<file path="config.mk">
export PLATFORM = sky130hd
export DESIGN_NAME = delay_meter
export DESIGN_NICKNAME = d
export VERILOG_FILES = /design/src/rtl/delay_meter_pkg.sv /design/src/rtl/delay_meter_edge_sync.sv /design/src/rtl/delay_meter.sv
export SDC_FILE = /design/constraint.sdc
export NUM_CORES = 1
export LEC_CHECK = 0
export ABC_AREA = 1
export ABC_CLOCK_PERIOD_IN_PS = 5900
export CORE_MARGIN = 1
export CORE_UTILIZATION = 45
export CTS_CLUSTER_DIAMETER = 200
export DETAILED_ROUTE_END_ITERATION = 7
export PLACE_DENSITY = 0.6
export REMOVE_ABC_BUFFERS = 1
export SLEW_MARGIN = 20
export SYNTH_ARGS = -nofsm -noshare
export SYNTH_HDL_FRONTEND = slang
export SYNTH_SLANG_ARGS = --single-unit
</file>
<file path="constraint.sdc">
create_clock -name clk -period 5.9 [get_ports clk]
set_clock_uncertainty 0.05 [all_clocks]
set_input_delay 0.885 -clock clk [delete_from_list [all_inputs] [get_ports clk]]
set_output_delay 0.885 -clock clk [all_outputs]
set_load 0.005 [all_outputs]
</file>
<file path="src/rtl/delay_meter_pkg.sv">
// Shared types and default sizing for the delay meter.
package delay_meter_pkg;

   // Per-sample counter width; the largest recordable sample is 2**CNT_WIDTH-1.
   localparam int unsigned CNT_WIDTH_DEF   = 8;
   // log2 of the number of samples averaged per measurement.
   localparam int unsigned NAVG_LOG2_DEF   = 4;
   // Synchronizer depth used on both asynchronous inputs.
   localparam int unsigned SYNC_STAGES_DEF = 2;

   typedef enum logic [1:0] {
      IDLE,
      WAIT_REF,
      COUNT,
      DONE
   } state_t;

endpackage

</file>
<file path="src/rtl/delay_meter_edge_sync.sv">
// N-stage synchronizer followed by a rising-edge detector.
// A rise is reported only after the synchronized level has really been seen
// low once since reset, so a level that is already high is not an edge.
module edge_sync
   import delay_meter_pkg::*;
#(
   parameter int unsigned STAGES = SYNC_STAGES_DEF
) (
   input  logic clk,
   input  logic rst,
   input  logic din,
   output logic rise
);

   logic [STAGES-1:0] sync_q;
   logic [STAGES-1:0] fill_q;
   logic              prev_q;
   logic              armed_q;
   logic              level;

   assign level = sync_q[STAGES-1];

   // Shift the input through the synchronizer; fill_q marks when the last
   // stage holds sampled data rather than its reset value.
   always_ff @(posedge clk) begin
      if (rst) begin
         sync_q  <= '0;
         fill_q  <= '0;
         prev_q  <= 1'b0;
         armed_q <= 1'b0;
      end else begin
         sync_q  <= (sync_q << 1) | STAGES'(din);
         fill_q  <= (fill_q << 1) | STAGES'(1'b1);
         prev_q  <= level;
         armed_q <= armed_q | (fill_q[STAGES-1] & ~level);
      end
   end

   assign rise = level & ~prev_q & armed_q;

endmodule

</file>
<file path="src/rtl/delay_meter.sv">
// Averaged delay measurement between a reference signal and its delayed copy.
// Each sample counts clk cycles from a ref rising edge to the following dly
// rising edge; 2**NAVG_LOG2 samples are summed into delay_sum.
module delay_meter
   import delay_meter_pkg::*;
#(
   parameter int unsigned SYNC_STAGES = SYNC_STAGES_DEF,
   parameter int unsigned NAVG_LOG2   = NAVG_LOG2_DEF,
   parameter int unsigned CNT_WIDTH   = CNT_WIDTH_DEF
) (
   input  logic                          clk,
   input  logic                          rst,
   input  logic                          start,
   input  logic                          ref_in,
   input  logic                          dly_in,
   output logic [CNT_WIDTH+NAVG_LOG2-1:0] delay_sum,
   output logic                          valid,
   output logic                          busy,
   output logic                          timeout
);

   localparam int unsigned SUM_W = CNT_WIDTH + NAVG_LOG2;

   state_t               state_q;
   logic [CNT_WIDTH-1:0] cnt_q;
   logic [CNT_WIDTH-1:0] cnt_inc;
   logic [SUM_W-1:0]     acc_q;
   logic [NAVG_LOG2-1:0] idx_q;
   logic                 idx_last;
   logic                 cnt_max;
   logic                 ref_rise;
   logic                 dly_rise;

   // Identical paths keep the relative timing of the two inputs intact.
   edge_sync #(.STAGES(SYNC_STAGES)) u_ref_sync (
      .clk  (clk),
      .rst  (rst),
      .din  (ref_in),
      .rise (ref_rise)
   );

   edge_sync #(.STAGES(SYNC_STAGES)) u_dly_sync (
      .clk  (clk),
      .rst  (rst),
      .din  (dly_in),
      .rise (dly_rise)
   );

   // The sample recorded on a dly edge is the counter after this cycle's
   // increment, so a delay of d cycles between the inputs records d.
   assign cnt_inc  = cnt_q + CNT_WIDTH'(1);
   assign cnt_max  = (cnt_q == '1);
   assign idx_last = (idx_q == '1);

   // Measurement FSM with registered outputs.
   always_ff @(posedge clk) begin
      if (rst) begin
         state_q   <= IDLE;
         cnt_q     <= '0;
         acc_q     <= '0;
         idx_q     <= '0;
         delay_sum <= '0;
         valid     <= 1'b0;
         busy      <= 1'b0;
         timeout   <= 1'b0;
      end else begin
         valid   <= 1'b0;
         timeout <= 1'b0;
         case (state_q)
            IDLE: begin
               // A start coinciding with the valid/timeout pulse is dropped.
               if (start && !valid && !timeout) begin
                  acc_q   <= '0;
                  idx_q   <= '0;
                  busy    <= 1'b1;
                  state_q <= WAIT_REF;
               end
            end

            WAIT_REF: begin
               if (ref_rise) begin
                  if (dly_rise) begin
                     // Coincident edges: zero-length sample, accumulator unchanged.
                     idx_q <= idx_q + NAVG_LOG2'(1);
                     if (idx_last) begin
                        state_q <= DONE;
                     end
                  end else begin
                     cnt_q   <= '0;
                     state_q <= COUNT;
                  end
               end
            end

            COUNT: begin
               if (cnt_max) begin
                  // The next sample would exceed the counter range.
                  timeout <= 1'b1;
                  busy    <= 1'b0;
                  acc_q   <= '0;
                  state_q <= IDLE;
               end else if (dly_rise) begin
                  acc_q   <= acc_q + SUM_W'(cnt_inc);
                  idx_q   <= idx_q + NAVG_LOG2'(1);
                  state_q <= idx_last ? DONE : WAIT_REF;
               end else begin
                  cnt_q <= cnt_inc;
               end
            end

            DONE: begin
               delay_sum <= acc_q;
               valid     <= 1'b1;
               busy      <= 1'b0;
               state_q   <= IDLE;
            end

            default: begin
               state_q <= IDLE;
            end
         endcase
      end
   end

endmodule

</file>
# Word level (Yosys, flattened, before mapping)
# Index checks and enable logic that the tools add are counted.
[word_totals]
ff_bits = 53
wordCells = 93
[op_classes]
add_sub_neg = 3
n_eq_ne = 13
mux = 29
n_bitwise = 15
n_reduce_logical = 15
[ops]
columns = ["op", "count"]
rows = [
  ["2-to-1 mux 12 bit", 3],
  ["2-to-1 mux 8 bit", 4],
  ["case mux 12 bit (2 select lines)", 1],
  ["2-to-1 mux 4 bit", 4],
  ["case mux 8 bit (2 select lines)", 1],
  ["2-to-1 mux 2 bit", 7],
  ["adder 12 x 8 -> 12 bit", 1],
  ["!= test 2 bit (second input constant)", 6],
  ["case mux 4 bit (3 select lines)", 1],
  ["adder 8 x 1 -> 8 bit (second input constant)", 1],
  ["== test 8 bit (second input constant)", 1],
  ["case mux 2 bit (4 select lines)", 1],
  ["AND reduction 4 bit", 2],
  ["bitwise AND 1 bit", 6],
  ["2-to-1 mux 1 bit", 6],
  ["!= test 3 bit (second input constant)", 2],
  ["AND reduction 3 bit", 2],
  ["nonzero test 3 bit", 2],
  ["inverter 1 bit", 5],
  ["AND reduction 5 bit", 1],
  ["adder 4 x 1 -> 4 bit (second input constant)", 1],
  ["== test 2 bit (second input constant)", 2],
  ["== test 4 bit (second input constant)", 1],
  ["bitwise OR 2 x 1 -> 2 bit", 2],
  ["8 further kinds", 12],
]

# Depth between registers and ports, before layout
[depth]
word_depth = 6
ltp_mapped = 17
depth_no_buf = 17

# Hierarchy
# Synthesis repeated with hierarchy kept, for this count alone.
[unflattened]
hier_cells = 378
area_unflattened_um2 = 2746.4
[by_module_without_submodules]
columns = ["mod", "n_inst", "cells_each", "area_per_inst_um2", "seq_area_each_um2"]
rows = [
  ["delay_meter", 1, 340, 2381.0, 820.8],
  ["edge_sync", 2, 19, 182.7, 120.1],
]

# Least setup slack after synthesis
# No wires, ideal clock.
[synth_path]
path_type = "register to register"
start = "register cnt_q[2]"
end = "register acc_q[10]"
setup_ps = 109
arrival_ps = 1906
t_required_ps = 5741
setup_slack_ps = 3835
path_stages_with_launch = 16
n_path_buf = 0
period_less_slack_ps = 2065
cell_sequence = "dfxtp_1 nand3_1 nor2_1 nand3_1 xnor2_1 ha_1 nand2_1 inv_1 nand2_1 nand2_1 a21oi_1 nor2_4 nand3_1 nand2_1 nand2_1 inv_1"
[synth_between]
elab_chain_len = 5
elab_cells_between_ends = 8
[synth_lines]
columns = ["element", "line_no", "text"]
rows = [
  ["start: declaration", "delay_meter.sv:25", "logic [CNT_WIDTH-1:0] cnt_q;"],
  ["start signal: assignment", "delay_meter.sv:107", "cnt_q <= cnt_inc;"],
  ["adder 8 x 1 -> 8 bit", "delay_meter.sv:51", "assign cnt_inc = cnt_q + CNT_WIDTH'(1);"],
  ["adder 12 x 8 -> 12 bit", "delay_meter.sv:103", "acc_q <= acc_q + SUM_W'(cnt_inc);"],
  ["2-to-1 mux 12 bit", "delay_meter.sv:102", "end else if (dly_rise) begin"],
  ["2-to-1 mux 12 bit", "delay_meter.sv:96", "if (cnt_max) begin"],
  ["case mux 12 bit (2 select lines)", "delay_meter.sv:69", "case (state_q)"],
  ["end signal: assignment", "delay_meter.sv:103", ""],
  ["end: declaration", "delay_meter.sv:27", "logic [SUM_W-1:0] acc_q;"],
]
# Several ways; a longest one is shown, not always the timed one. The select of a mux whose other input is x is not followed.
# A chain may end at the register's enable or synchronous reset.

# Worst setup path in the final report
[layout_path]
start = "register cnt_q[0]"
end = "register acc_q[9]"
# Same word-level chain as after synthesis.

==> impl_results.md <==
- WP data required: 6100 ps
- TritonCTS Sinks: 51
- Hold Worst Slack: 358 ps
- Commonest non-fill, non-tap cell in the layout: nand2_1
- Via density: 4.88
- CP dominant cell by count: nand2_1
- Critical path capture point type: flip-flop
- ANT cells: 0
- Pwr Total: roughly 940 µW
- Reg clk slew, reported paths: ~100 ps
- Total Wirelength: 5.45 mm
- Ys flop type: dfxtp_1
- Clock Path Buffers: 2
- Dpl hpwl: ~4.0 mm
- Critical Path Max Stage Delay: approximately 400 ps
- Register area: 1020 µm²
- Postcts setup bufs: 0
- Mapped Cells: 376
- Total global-route track usage: 20.1%
- Share of power burned in registers: 42.9%
- CP cell instances: ha_1, nand3_1, nor2_1, xor2_1, ha_1, nand2_1, nand2_1, a21boi_0, nand3_1, nand2_1, clkinv_1, nand2_1, nand2_1, nor2_1
- Number of distinct library cells after synthesis: 28
- Power Density: about 310 nW/µm²
- Port bufs: 19
- Fin crit share: 41.5%
- Peak VDD IR: 190 µV
- Area Overhead vs Synth: 12.8%
- Placeable Area: 5610 µm²
- Clk_lat worst skew: approximately 310 ps
- Top Ports: 20
- Ys async rst share: 0%
- Clock share of power: between 20% and 30%
- Register area share after synthesis: 38.2%
- YS warnings: 0
- Final setup fails: 0
- Remaining Overflow, GRT: 0
- Root Driver: clkbuf_8
- Initial antenna violation count: 0
- CP Launch Type: flip-flop
- Slowest-stage cell, CP: dfxtp_1
- Die height: approximately 80 µm
- Fin crit period: 2450 ps
- Worst Tran Pin Value: 551 ps
- Layout cells sized above 1: roughly 6.3%
- Final-report hold violation count: 0
- Row cnt: 27
- WS Path Type: flip-flop to flip-flop
- Drt first pass iters: 4
- Unrepaired setup endpoints after global routing: no
- P_sw: 358 µW
- CTS Hold Bufs: 0
- Synth Register Bits: 51
- Total clock buffers created by CTS: 5
- DR DRC count: 0
- Largest net degree at the start of global routing: 32
- Via count: approximately 2300
- Pint: 585 µW
- Syn avg cell area: about 7 µm²
- Multi-input gate area: 1430 µm²
- Static Leak: 1.42 nW
- Fillers: 614
- CTS tree: yes
- Worst Hold Class: flip-flop to flip-flop
- # resized after CTS: 0
- Initial Util: around 48%
- Drt wl/cell: ~12 µm
- WP buf/inv: 1
- Placer congestion estimate: 0.778
- Combinational power share: 35.2%
- Post-DRT Antenna Nets: 0
- 1st-iter DRT viols: between 70 and 80
- Die width: 79.1 µm
- Outcome: completed
- Mapped cell area: 2680 µm²
- Worst slew margin: between 60% and 70%
- Max cap viols: 0
- Worst endpoint data arrival time: approximately 2700 ps
- Fmax achieved: about 0.4 GHz
- Crit path max-delay family: simple AND/OR/NAND/NOR gates
- Critical path peak fanout: 5
- EDFF count, synth: 0
- Final number of max-transition violations: 0
- Sw frac: 38.0%
- Number of global-route vias before repair: 2172
- DIE AREA: 6260 µm²
- Total Neg Setup Slack: 0 ps
- First-pass GRT wire length: 9.65 mm
- Commonest non-fill, non-tap cells in the layout: nand2_1, nor2_1, dfxtp_1, inv_1, a21oi_1
- H-tree depth: 2
- Nets: between 400 and 500
- Final core utilization: a little over half
final timing paths:
check	start	to	slack [ps]	depth (start not counted)
setup / recovery	cnt_q[0]	acc_q[9]	3450	14
hold / removal	u_dly_sync.sync_q[0]	u_dly_sync.sync_q[1]	360	2
setup reg to reg	cnt_q[0]	acc_q[9]	3450	14
hold reg to reg	u_dly_sync.sync_q[0]	u_dly_sync.sync_q[1]	360	2
cells in the mapped netlist (2+ instances only):
cell type,n,share of area [%]
ha_1,18,8.4
nor2_4,3,1.3
nand2_2,3,0.70
nor2_2,2,0.47
nor2_1,62,8.7
xor2_1,4,1.3
nand2_1,80,11
inv_1,48,6.7
a22oi_1,6,1.7
or2_2,2,0.47
nand4_1,2,0.47
nand3_1,26,4.9
nand3b_1,3,0.84
xnor2_1,4,1.3
o21ai_0,18,3.4
dfxtp_1,51,38
inv_2,2,0.28
clkbuf_1,6,0.84
a21oi_1,27,5.1
area by class of cell:
type | instances | area share, %
multi-input cells | 267 | 47.4
flip-flops and latches | 51 | 33.8
repair buffers | 20 | 6.55
inverters | 51 | 6.35
well taps | 72 | 2.99
clock buffers | 5 | 2.28
clock inverters | 3 | 0.622
worst register-to-register path: stages (launching register included):
cell,delay [ps]
dfxtp_1,400
ha_1,230
nand3_1,130
nor2_1,130
xor2_1,280
ha_1,350
nand2_1,80
nand2_1,70
a21boi_0,210
nand3_1,100
nand2_1,80
clkinv_1,70
nand2_1,60
nand2_1,40
nor2_1,100
power by group through the flow:
stage | clock network [mW] | registers [mW] | logic (mW)
2_1_floorplan | 0 | 0.409 | 0.236
3_3_place_gp | 0 | 0.411 | 0.330
3_5_place_dp | 0 | 0.412 | 0.332
4_1_cts | 0.213 | 0.404 | 0.335
5_1_grt | 0.226 | 0.409 | 0.388
6_report | 0.207 | 0.404 | 0.332
routing by layer:
layer / track usage (%) / part of all wire (%) / vias up
li1: - / - / 1226
met1: 25.0 / 50 / 1021
met2: 34.4 / 44 / 34
met3: 3.56 / 3.7 / 9
met4: 7.27 / 1.4 / 0
met5: 0 / 0 / -
stage by stage:
step           area, µm²  setup WS [ps]  cells
2_1_floorplan       2640           3830    369
3_3_place_gp        2930           3440    461
3_5_place_dp        2930           3430    461
4_1_cts             3020           3420    469
5_1_grt             3020           3200    469
6_report            3020           3450    469
flip-flops by register name (all words and copies together) (netlist names), 2 cells and up:
signal / flops
delay_sum: 12
u_ref_sync.sync_q: 2
acc_q: 12
u_dly_sync.sync_q: 2
cnt_q: 8
state_q: 2
u_dly_sync.fill_q: 2
idx_q: 4
logic make-up (layout without fill, tap and decap cells):
| kind of cell | Yosys count | after routing | share of synthesized area, % |
|---|---|---|---|
| buffers and inverters | 58 | 79 | 8.42 |
| flip-flops | 51 | 51 | 38.2 |
| AND/OR/NAND/NOR | 187 | 187 | 30.6 |
| AO/OA/AOI/OAI | 53 | 53 | 11.0 |
| adder cells (fa/ha/maj) | 19 | 19 | 9.17 |
| XOR/XNOR | 8 | 8 | 2.62 |
(Power assumes the default switching activity.)
